<file path="config.mk">
export PLATFORM = sky130hd
export DESIGN_NAME = seg7_scan_ctrl
export DESIGN_NICKNAME = d
export VERILOG_FILES = /design/src/rtl/seg7_pkg.sv /design/src/rtl/seg7_decoder.sv /design/src/rtl/seg7_scan_ctrl.sv
export SDC_FILE = /design/constraint.sdc
export NUM_CORES = 1
export LEC_CHECK = 0
export CAP_MARGIN = 20
export CORE_ASPECT_RATIO = 2
export CORE_MARGIN = 5
export CORE_UTILIZATION = 55
export CTS_BUF_LIST = sky130_fd_sc_hd__clkbuf_4 sky130_fd_sc_hd__clkbuf_8
export DETAILED_ROUTE_END_ITERATION = 16
export PLACE_DENSITY = 0.8
export SETUP_SLACK_MARGIN = 0.1
export SLEW_MARGIN = 20
export SYNTH_ARGS = -nofsm -noshare
export SYNTH_HDL_FRONTEND = slang
export SYNTH_SLANG_ARGS = --single-unit
</file>
<file path="constraint.sdc">
create_clock -name clk -period 5.3 [get_ports clk]
set_clock_uncertainty 0.2 [all_clocks]
set_input_delay 0.53 -clock clk [delete_from_list [all_inputs] [get_ports clk]]
set_output_delay 0.53 -clock clk [all_outputs]
set_load 0.01 [all_outputs]
</file>
<file path="src/rtl/seg7_pkg.sv">
// -----------------------------------------------------------------------------
// seg7_pkg
// Shared definitions for 7-segment display blocks.
//   - seg7_pat_t      : 7-bit segment pattern, bit SEG_A..SEG_G, active-high
//   - SEG_A..SEG_DP   : bit positions inside the 8-bit segment bus
//   - SEG_0..SEG_HF   : glyph patterns for codes 0-F
//   - SEG_BLANK       : all segments dark
//   - seg7_decode()   : code -> pattern, letters only when hex_mode=1
// -----------------------------------------------------------------------------
package seg7_pkg;

  typedef logic [6:0] seg7_pat_t;

  localparam int SEG_A  = 0;
  localparam int SEG_B  = 1;
  localparam int SEG_C  = 2;
  localparam int SEG_D  = 3;
  localparam int SEG_E  = 4;
  localparam int SEG_F  = 5;
  localparam int SEG_G  = 6;
  localparam int SEG_DP = 7;

  localparam seg7_pat_t SEG_0     = 7'h3F;
  localparam seg7_pat_t SEG_1     = 7'h06;
  localparam seg7_pat_t SEG_2     = 7'h5B;
  localparam seg7_pat_t SEG_3     = 7'h4F;
  localparam seg7_pat_t SEG_4     = 7'h66;
  localparam seg7_pat_t SEG_5     = 7'h6D;
  localparam seg7_pat_t SEG_6     = 7'h7D;
  localparam seg7_pat_t SEG_7     = 7'h07;
  localparam seg7_pat_t SEG_8     = 7'h7F;
  localparam seg7_pat_t SEG_9     = 7'h6F;
  localparam seg7_pat_t SEG_HA    = 7'h77;
  localparam seg7_pat_t SEG_HB    = 7'h7C;
  localparam seg7_pat_t SEG_HC    = 7'h39;
  localparam seg7_pat_t SEG_HD    = 7'h5E;
  localparam seg7_pat_t SEG_HE    = 7'h79;
  localparam seg7_pat_t SEG_HF    = 7'h71;
  localparam seg7_pat_t SEG_BLANK = 7'h00;

  // Codes 10-15 are only meaningful in hex mode; in BCD mode they go dark.
  function automatic seg7_pat_t seg7_decode(input logic [3:0] code, input logic hex_mode);
    seg7_pat_t pat;
    case (code)
      4'h0:    pat = SEG_0;
      4'h1:    pat = SEG_1;
      4'h2:    pat = SEG_2;
      4'h3:    pat = SEG_3;
      4'h4:    pat = SEG_4;
      4'h5:    pat = SEG_5;
      4'h6:    pat = SEG_6;
      4'h7:    pat = SEG_7;
      4'h8:    pat = SEG_8;
      4'h9:    pat = SEG_9;
      4'hA:    pat = hex_mode ? SEG_HA : SEG_BLANK;
      4'hB:    pat = hex_mode ? SEG_HB : SEG_BLANK;
      4'hC:    pat = hex_mode ? SEG_HC : SEG_BLANK;
      4'hD:    pat = hex_mode ? SEG_HD : SEG_BLANK;
      4'hE:    pat = hex_mode ? SEG_HE : SEG_BLANK;
      4'hF:    pat = hex_mode ? SEG_HF : SEG_BLANK;
      default: pat = SEG_BLANK;
    endcase
    return pat;
  endfunction

endpackage

</file>
<file path="src/rtl/seg7_decoder.sv">
// -----------------------------------------------------------------------------
// seg7_decoder
// Combinational code-to-segment decoder, active-high pattern output.
//   code     in  4  digit code 0-F
//   hex_mode in  1  1 = codes 10-15 show A-F, 0 = they show blank
//   seg      out 7  segment pattern, [0]=a .. [6]=g
// -----------------------------------------------------------------------------
module seg7_decoder
  import seg7_pkg::*;
(
  input  logic [3:0] code,
  input  logic       hex_mode,
  output logic [6:0] seg
);

  // Pattern lookup
  always_comb begin
    seg = seg7_decode(code, hex_mode);
  end

endmodule

</file>
<file path="src/rtl/seg7_scan_ctrl.sv">
// -----------------------------------------------------------------------------
// seg7_scan_ctrl
// Multiplexed N-digit 7-segment scan controller with frame-coherent input
// snapshot, leading-zero blanking, decimal points, PWM brightness and
// selectable pin polarity.
//   clk        in  1             system clock
//   rst        in  1             synchronous active-high reset
//   digits_in  in  4*NUM_DIGITS  digit codes, digit k at [4k+3:4k], digit 0 = ones
//   dp_in      in  NUM_DIGITS    decimal point request per digit
//   blank_lz   in  1             enable leading-zero blanking
//   brightness in  BRIGHT_W      PWM on-duty, 0 = dark
//   anode      out NUM_DIGITS    registered digit enables
//   out        out 8             registered segments, [6:0]=a..g, [7]=dp
//   frame_tick out 1             one-cycle pulse in the first cycle of a frame,
//                                i.e. the cycle in which the new snapshot is held
// -----------------------------------------------------------------------------
module seg7_scan_ctrl
  import seg7_pkg::*;
#(
  parameter int NUM_DIGITS       = 4,
  parameter int REFRESH_DIV      = 100000,
  parameter int BRIGHT_W         = 4,
  parameter int HEX_MODE         = 0,
  parameter int ANODE_ACTIVE_LOW = 1,
  parameter int SEG_ACTIVE_LOW   = 1
) (
  input  logic                    clk,
  input  logic                    rst,
  input  logic [4*NUM_DIGITS-1:0] digits_in,
  input  logic [NUM_DIGITS-1:0]   dp_in,
  input  logic                    blank_lz,
  input  logic [BRIGHT_W-1:0]     brightness,
  output logic [NUM_DIGITS-1:0]   anode,
  output logic [7:0]              out,
  output logic                    frame_tick
);

  localparam int PRE_W = (REFRESH_DIV > 2) ? $clog2(REFRESH_DIV) : 1;
  localparam int IDX_W = $clog2(NUM_DIGITS);
  localparam logic [NUM_DIGITS-1:0] ANODE_OFF =
    (ANODE_ACTIVE_LOW != 0) ? {NUM_DIGITS{1'b1}} : {NUM_DIGITS{1'b0}};
  localparam logic [7:0] SEG_OFF = (SEG_ACTIVE_LOW != 0) ? 8'hFF : 8'h00;
  localparam logic HEX_EN = (HEX_MODE != 0);

  logic [PRE_W-1:0]        prescaler_q, prescaler_d;
  logic [IDX_W-1:0]        scan_idx_q, scan_idx_d;
  logic [BRIGHT_W-1:0]     pwm_cnt_q, pwm_cnt_d;
  logic [4*NUM_DIGITS-1:0] snap_digits_q, snap_digits_d;
  logic [NUM_DIGITS-1:0]   snap_dp_q, snap_dp_d;
  logic                    snap_blz_q, snap_blz_d;
  logic [NUM_DIGITS-1:0]   anode_q, anode_d;
  logic [7:0]              out_q, out_d;
  logic                    frame_tick_q, frame_tick_d;

  logic                    slot_tick_s;
  logic                    frame_wrap_s;
  logic                    pwm_on_s;
  logic                    zero_run_s;
  logic [NUM_DIGITS-1:0]   lz_blank_s;
  logic [3:0]              digit_arr_s [NUM_DIGITS];
  logic [3:0]              cur_code_s;
  logic                    cur_dp_s;
  logic                    cur_blank_s;
  logic [6:0]              dec_seg_s;
  logic [7:0]              seg_on_s;
  logic [NUM_DIGITS-1:0]   anode_on_s;

  // Prescaler, scan index, PWM counter and frame snapshot next-state
  always_comb begin
    slot_tick_s  = (prescaler_q == PRE_W'(REFRESH_DIV - 1));
    frame_wrap_s = slot_tick_s && (scan_idx_q == IDX_W'(NUM_DIGITS - 1));

    if (slot_tick_s) begin
      prescaler_d = {PRE_W{1'b0}};
    end else begin
      prescaler_d = prescaler_q + PRE_W'(1);
    end

    if (frame_wrap_s) begin
      scan_idx_d = {IDX_W{1'b0}};
    end else if (slot_tick_s) begin
      scan_idx_d = scan_idx_q + IDX_W'(1);
    end else begin
      scan_idx_d = scan_idx_q;
    end

    pwm_cnt_d = pwm_cnt_q + BRIGHT_W'(1);

    // Inputs are only sampled at the frame boundary so a whole frame is coherent.
    if (frame_wrap_s) begin
      snap_digits_d = digits_in;
      snap_dp_d     = dp_in;
      snap_blz_d    = blank_lz;
    end else begin
      snap_digits_d = snap_digits_q;
      snap_dp_d     = snap_dp_q;
      snap_blz_d    = snap_blz_q;
    end

    frame_tick_d = frame_wrap_s;
  end

  // Leading-zero mask: walk down from the top digit while everything seen is zero
  always_comb begin
    zero_run_s = 1'b1;
    lz_blank_s = {NUM_DIGITS{1'b0}};
    for (int k = NUM_DIGITS - 1; k >= 0; k--) begin
      digit_arr_s[k] = snap_digits_q[4*k +: 4];
      zero_run_s     = zero_run_s & (snap_digits_q[4*k +: 4] == 4'd0);
      lz_blank_s[k]  = snap_blz_q & zero_run_s & (k != 0);
    end
  end

  // Current-slot digit selection
  always_comb begin
    cur_code_s  = digit_arr_s[scan_idx_q];
    cur_dp_s    = snap_dp_q[scan_idx_q];
    cur_blank_s = lz_blank_s[scan_idx_q];
  end

  seg7_decoder u_decoder (
    .code     (cur_code_s),
    .hex_mode (HEX_EN),
    .seg      (dec_seg_s)
  );

  // Output stage: PWM-gated one-hot anode and segment bus, polarity applied before the register
  always_comb begin
    pwm_on_s = (pwm_cnt_q < brightness);

    if (pwm_on_s) begin
      anode_on_s = {{(NUM_DIGITS-1){1'b0}}, 1'b1} << scan_idx_q;
    end else begin
      anode_on_s = {NUM_DIGITS{1'b0}};
    end

    // A blanked digit still shows its decimal point.
    seg_on_s[SEG_G:SEG_A] = cur_blank_s ? SEG_BLANK : dec_seg_s;
    seg_on_s[SEG_DP]      = cur_dp_s;

    anode_d = (ANODE_ACTIVE_LOW != 0) ? ~anode_on_s : anode_on_s;
    out_d   = (SEG_ACTIVE_LOW != 0) ? ~seg_on_s : seg_on_s;
  end

  // State and output registers with synchronous reset
  always_ff @(posedge clk) begin
    if (rst) begin
      prescaler_q   <= {PRE_W{1'b0}};
      scan_idx_q    <= {IDX_W{1'b0}};
      pwm_cnt_q     <= {BRIGHT_W{1'b0}};
      snap_digits_q <= {(4*NUM_DIGITS){1'b0}};
      snap_dp_q     <= {NUM_DIGITS{1'b0}};
      snap_blz_q    <= 1'b0;
      anode_q       <= ANODE_OFF;
      out_q         <= SEG_OFF;
      frame_tick_q  <= 1'b0;
    end else begin
      prescaler_q   <= prescaler_d;
      scan_idx_q    <= scan_idx_d;
      pwm_cnt_q     <= pwm_cnt_d;
      snap_digits_q <= snap_digits_d;
      snap_dp_q     <= snap_dp_d;
      snap_blz_q    <= snap_blz_d;
      anode_q       <= anode_d;
      out_q         <= out_d;
      frame_tick_q  <= frame_tick_d;
    end
  end

  assign anode      = anode_q;
  assign out        = out_q;
  assign frame_tick = frame_tick_q;

endmodule

</file>
Word level (Yosys, flattened, before mapping)
Index checks and enable logic that the tools add are counted.

Flip-flop bits (word level): 57. Bits in latches: 0. RAM bits: 0. Bits in read-only memories: 0. Bits of input ports: 27. Output and inout bits: 13. Word-level logic and storage cells: 59. Memories kept: 0.

$add $sub $neg: 3. $mul: 0. Div/mod/pow operators: 0. Order comparisons: 3. Equal/unequal tests: 17. Shift operators: 1. Muxes and demuxes: 10. Bitwise operators: 8. Reduce and logical (&&, ||, !) cells: 8.

Operators by type and width (number): $pmux W7 S11 (1); $eq A4 B4 Y1 const B (8); $add A17 B1 Y17 const B (1); $eq A17 B17 Y1 const B (1); $eq A4 B3 Y1 const B (4); $logic_not A4 Y1 (4); $mux W4 (3); $bmux W4 S2 (1); $eq A4 B2 Y1 const B (2); $not A8 Y8 (1); $mux W7 (1); $reduce_or A6 Y1 (1); $and A1 B1 Y1 (5); $add A4 B1 Y4 const B (1); $bmux W1 S2 (2); $eq A4 B1 Y1 const B (1); $lt A4 B4 Y1 (1); $not A4 Y4 (1); $reduce_or A2 Y1 (2); $shl A1 B2 Y4 const A (1); $ge A3 B3 Y1 const B (1); $lt A2 B3 Y1 const B (1); $not A2 Y3 (1); $add A2 B1 Y2 const B (1); other kinds (3) (4).

Logic depth before layout (Yosys ltp)
Depth after elaboration: 9. Mapped depth: 7. Gate-level depth less buffers: 5.

Cells and area by module
Synthesis repeated with hierarchy kept, for this count alone.

Cell total of the unflattened synthesis: 251. Area, all modules: 2563.7 µm².

Modules (own cells, without submodules): seg7_scan_ctrl (instances 1, cells each 206, area each 2297.2 µm²); seg7_decoder (instances 1, cells each 45, area each 266.5 µm²).

Least setup slack after synthesis
Ideal clock, no wire load.

Kind: register -> register. Start: reg prescaler_q[0]. End: reg snap_digits_q[0]. Library setup time: 0.117 ns. Arrival time: 1.661 ns. Required time: 4.983 ns. Setup slack: 3.322 ns. Cell stages (with the launch flop): 8. Cells stage by stage: dfxtp_1 ha_1 and4_1 buf_2 and3_1 and4_1 buf_4 a22o_1.

Longest elaborated chain between the ends: 2.

Ends and longest elaborated chain: start, declared (RTL line seg7_scan_ctrl.sv:45) `logic [PRE_W-1:0] prescaler_q, prescaler_d;`; start signal, assigned (RTL line seg7_scan_ctrl.sv:148) `prescaler_q <= {PRE_W{1'b0}};`; start signal, assigned (RTL line seg7_scan_ctrl.sv:158) `prescaler_q <= prescaler_d;`; $eq A17 B17 Y1 (RTL line seg7_scan_ctrl.sv:70) `slot_tick_s = (prescaler_q == PRE_W'(REFRESH_DIV - 1));`; $logic_and A1 B1 Y1 (RTL line seg7_scan_ctrl.sv:71) `frame_wrap_s = slot_tick_s && (scan_idx_q == IDX_W'(NUM_DIGITS - 1));`; end signal, assigned (RTL line seg7_scan_ctrl.sv:151) `snap_digits_q <= {(4*NUM_DIGITS){1'b0}};`; end signal, assigned (RTL line seg7_scan_ctrl.sv:161) `snap_digits_q <= snap_digits_d;`; end, declared (RTL line seg7_scan_ctrl.sv:48) `logic [4*NUM_DIGITS-1:0] snap_digits_q, snap_digits_d;`.

No other way between the ends. A chain may end at the register's enable or synchronous reset.

Worst setup path in the final report
Start: reg prescaler_q[0]. End: reg snap_digits_q[2].

The elaborated chain is that of the path after synthesis.

==> results.cfg <==
[timing]
max_slew_margin = 0.5020
hold_viol_final = 0
setup_tns_ps = 0
rsz0062_at_grt = false
min_period_ps = 2495
setup_violations = 0
fmax_mhz = 400.7
period_share = 0.4708
tightest_slew_ps = 747.0
drv_slew = 0

[synthesis]
synth.yosys.seq_area_share = 0.4728
syn-instance-count = 236
synth_edf_count = 0
synth_top_area_frac = 0.4728
yosysTopAreaCell = dfxtp_1
synth-async-reset-ratio = 0
ys_ff_latch = 57
synthTopCellsByArea = dfxtp_1 (47%), a22o_1 (7.6%), ha_1 (4.7%)
avgSynthCellArea_sq_um = 10.23
yosysUniqueCellTypes = 43
syn_nets = 272
netlist_area_sq_um = 2414
yosysWarningCount = 0
ys.flop_type = dfxtp_1

[cells_and_area]
num-fill-cells = 347
utilization = 0.7056
nNetsFinal = 312
area_growth_pct = 25.61
multiInputGateArea_sq_um = 1159
layout.area.seq_sq_um = 1141
drive_above_1_share = 0.09964
antenna_cells = 0

[clock_network]
ctsHoldBuffers = 0
clock-sinks = 57
post_cts_buffers = 0
clk_latency_ps = 340
cts.repair.resized = 0
path_clk_slew_ps = 60
cts_tree = built
cts_root_buffer = clkbuf_8
htree_levels = 3
cts_buffers = 9
cts_buffer_depth = 2

[placement]
dp_hpwl_mm = 3.476
io_buffers = 39
place.gp.congestion = 0.8216

[worst_hold_path]
whs_endpoint = prescaler_q[0]
min-delay-start = prescaler_q[0]
worstHoldPathCells = 1
worstHoldPathType = reg -> reg

[worst_setup_path]
start_kind = register
ff2ff_setup_slack_ps = 2800
crit_arrival_ps = 2580
reg2reg_to = snap_digits_q[2]
cp_max_fo = 22
regToRegStartpoint = prescaler_q[0]
required_ps = 5380
crit_path_end_kind = register
ff2ff_path_depth = 5
worst-setup-path-type = reg -> reg

[die]
fp.dieH_microns = 103.7
num_rows = 34
die_w_microns = 56.84
start_util = 0.5617
core-area_sq_um = 4297
io_pins = 40
dieArea_sq_um = 5893

[pwr]
ir_worst_vdd_mv = 0.3373
total_power_mw = 0.9467
leakage_nw = 1.156
powerDensity_nw_per_um2 = 312.3

[global_route]
grt_pass1_wl_mm = 8.445
antenna_found_initial = 0
grtUsageTotal = 0.1821
grt_pass1_vias = 1894
grt_max_degree = 23
grt_overflow_total = 0

[detailed_routing]
viasPerCell = 5.690
routedWlPerCell_microns = 14.65
num_vias = 1906
drtPass1Iterations = 4
ant_nets = 0
drc = 0
drt_first_iter_violations = 37
routed_wl_mm = 4.909

[outcome]
status = finished, final reports clean

[job]
cap_viol_max_count = 0
final cells by class:
| class | instances | area share |
|---|---|---|
| clock buffer | 11 | 0.04994 |
| clock inverter | 5 | 0.02559 |
| inverter | 10 | 0.01238 |
| multi-input combinational | 158 | 0.3822 |
| sequential | 57 | 0.3764 |
| tap | 54 | 0.02229 |
| timing repair buffer | 40 | 0.1312 |
worst max-delay path, cell delays in order (launching register included):
cell and delay [ps]:
dfxtp_1 380, ha_1 220, and4_1 360, and3_1 300, and4_1 720, a22o_1 250
report_power, final:
| group | switching (mW) | internal [mW] |
|---|---|---|
| clock network | 0.168 | 0.288 |
| logic | 0.0202 | 0.0305 |
| registers | 0.00428 | 0.436 |
synth_stat cells (3+ instances only):
| cell | instances |
|---|---|
| inv_1 | 9 |
| xnor2_1 | 5 |
| a21oi_1 | 10 |
| or3_1 | 4 |
| o211ai_1 | 4 |
| nor4_1 | 4 |
| ha_1 | 9 |
| nand2b_1 | 3 |
| nor2_1 | 20 |
| and4_1 | 4 |
| dfxtp_1 | 57 |
| buf_6 | 3 |
| nand2_1 | 8 |
| a22o_1 | 21 |
| nand3_1 | 16 |
| xor2_1 | 8 |
| mux4_2 | 4 |
| buf_2 | 4 |
| and3_1 | 3 |
| nand4_1 | 4 |
| o21ai_0 | 8 |
metrics by stage:
| step | worst slack [ps] | std cells | hold WS, ps | area [sq um] |
|---|---|---|---|---|
| after floorplan | 3322 | 236 | 225.2 | 2414 |
| after global placement | 2695 | 319 | 245.4 | 2803 |
| after detailed placement | 2656 | 319 | 253.5 | 2803 |
| after CTS | 2815 | 335 | 271.1 | 3032 |
| after global routing | 2613 | 335 | 295.6 | 3032 |
| final | 2805 | 335 | 267.6 | 3032 |
cells by family after synthesis:
kind of cell	count (synthesis)	synth area share
AO/OA/AOI/OAI	56	0.1680
XOR/XNOR	13	0.04718
adder cells (fa/ha/maj)	9	0.04666
buffers and inverters	21	0.04717
flip-flops	57	0.4728
multiplexers	6	0.05443
AND/OR/NAND/NOR	74	0.1638
cell usage in the layout (no fill, tap or decap), types with 5 or more instances in the layout:
cell type / n
dfxtp_1: 57
clkdlybuf4s50_1: 39
a22o_1: 21
nor2_1: 20
nand3_1: 16
clkbuf_8: 11
a21oi_1: 10
inv_1: 9
ha_1: 9
o21ai_0: 8
nand2_1: 8
xor2_1: 8
xnor2_1: 5
how the worst max path moves through the flow:
stage,startpoint,to,cells past startpoint
2_1_floorplan,prescaler_q[0],snap_digits_q[0],7
3_3_place_gp,rst,snap_digits_q[1],4
3_5_place_dp,rst,snap_dp_q[0],4
4_1_cts,prescaler_q[0],snap_digits_q[1],5
5_1_grt,prescaler_q[0],snap_digits_q[0],5
6_report,prescaler_q[0],snap_digits_q[2],5
metal layers:
| layer | GRT usage | share of wire |
|---|---|---|
| met1 | 0.1924 | 0.40 |
| met2 | 0.3096 | 0.52 |
| met3 | 0.05355 | 0.059 |
| met4 | 0.1078 | 0.027 |
| met5 | 0 | 0 |
state kept, by name (all words and copies together) (netlist names):
name           flops
frame_tick         1
anode              4
pwm_cnt_q          4
scan_idx_q         2
snap_dp_q          4
out                8
snap_blz_q         1
snap_digits_q     16
prescaler_q       17
Note: power is estimated with default switching activity, not from simulation.
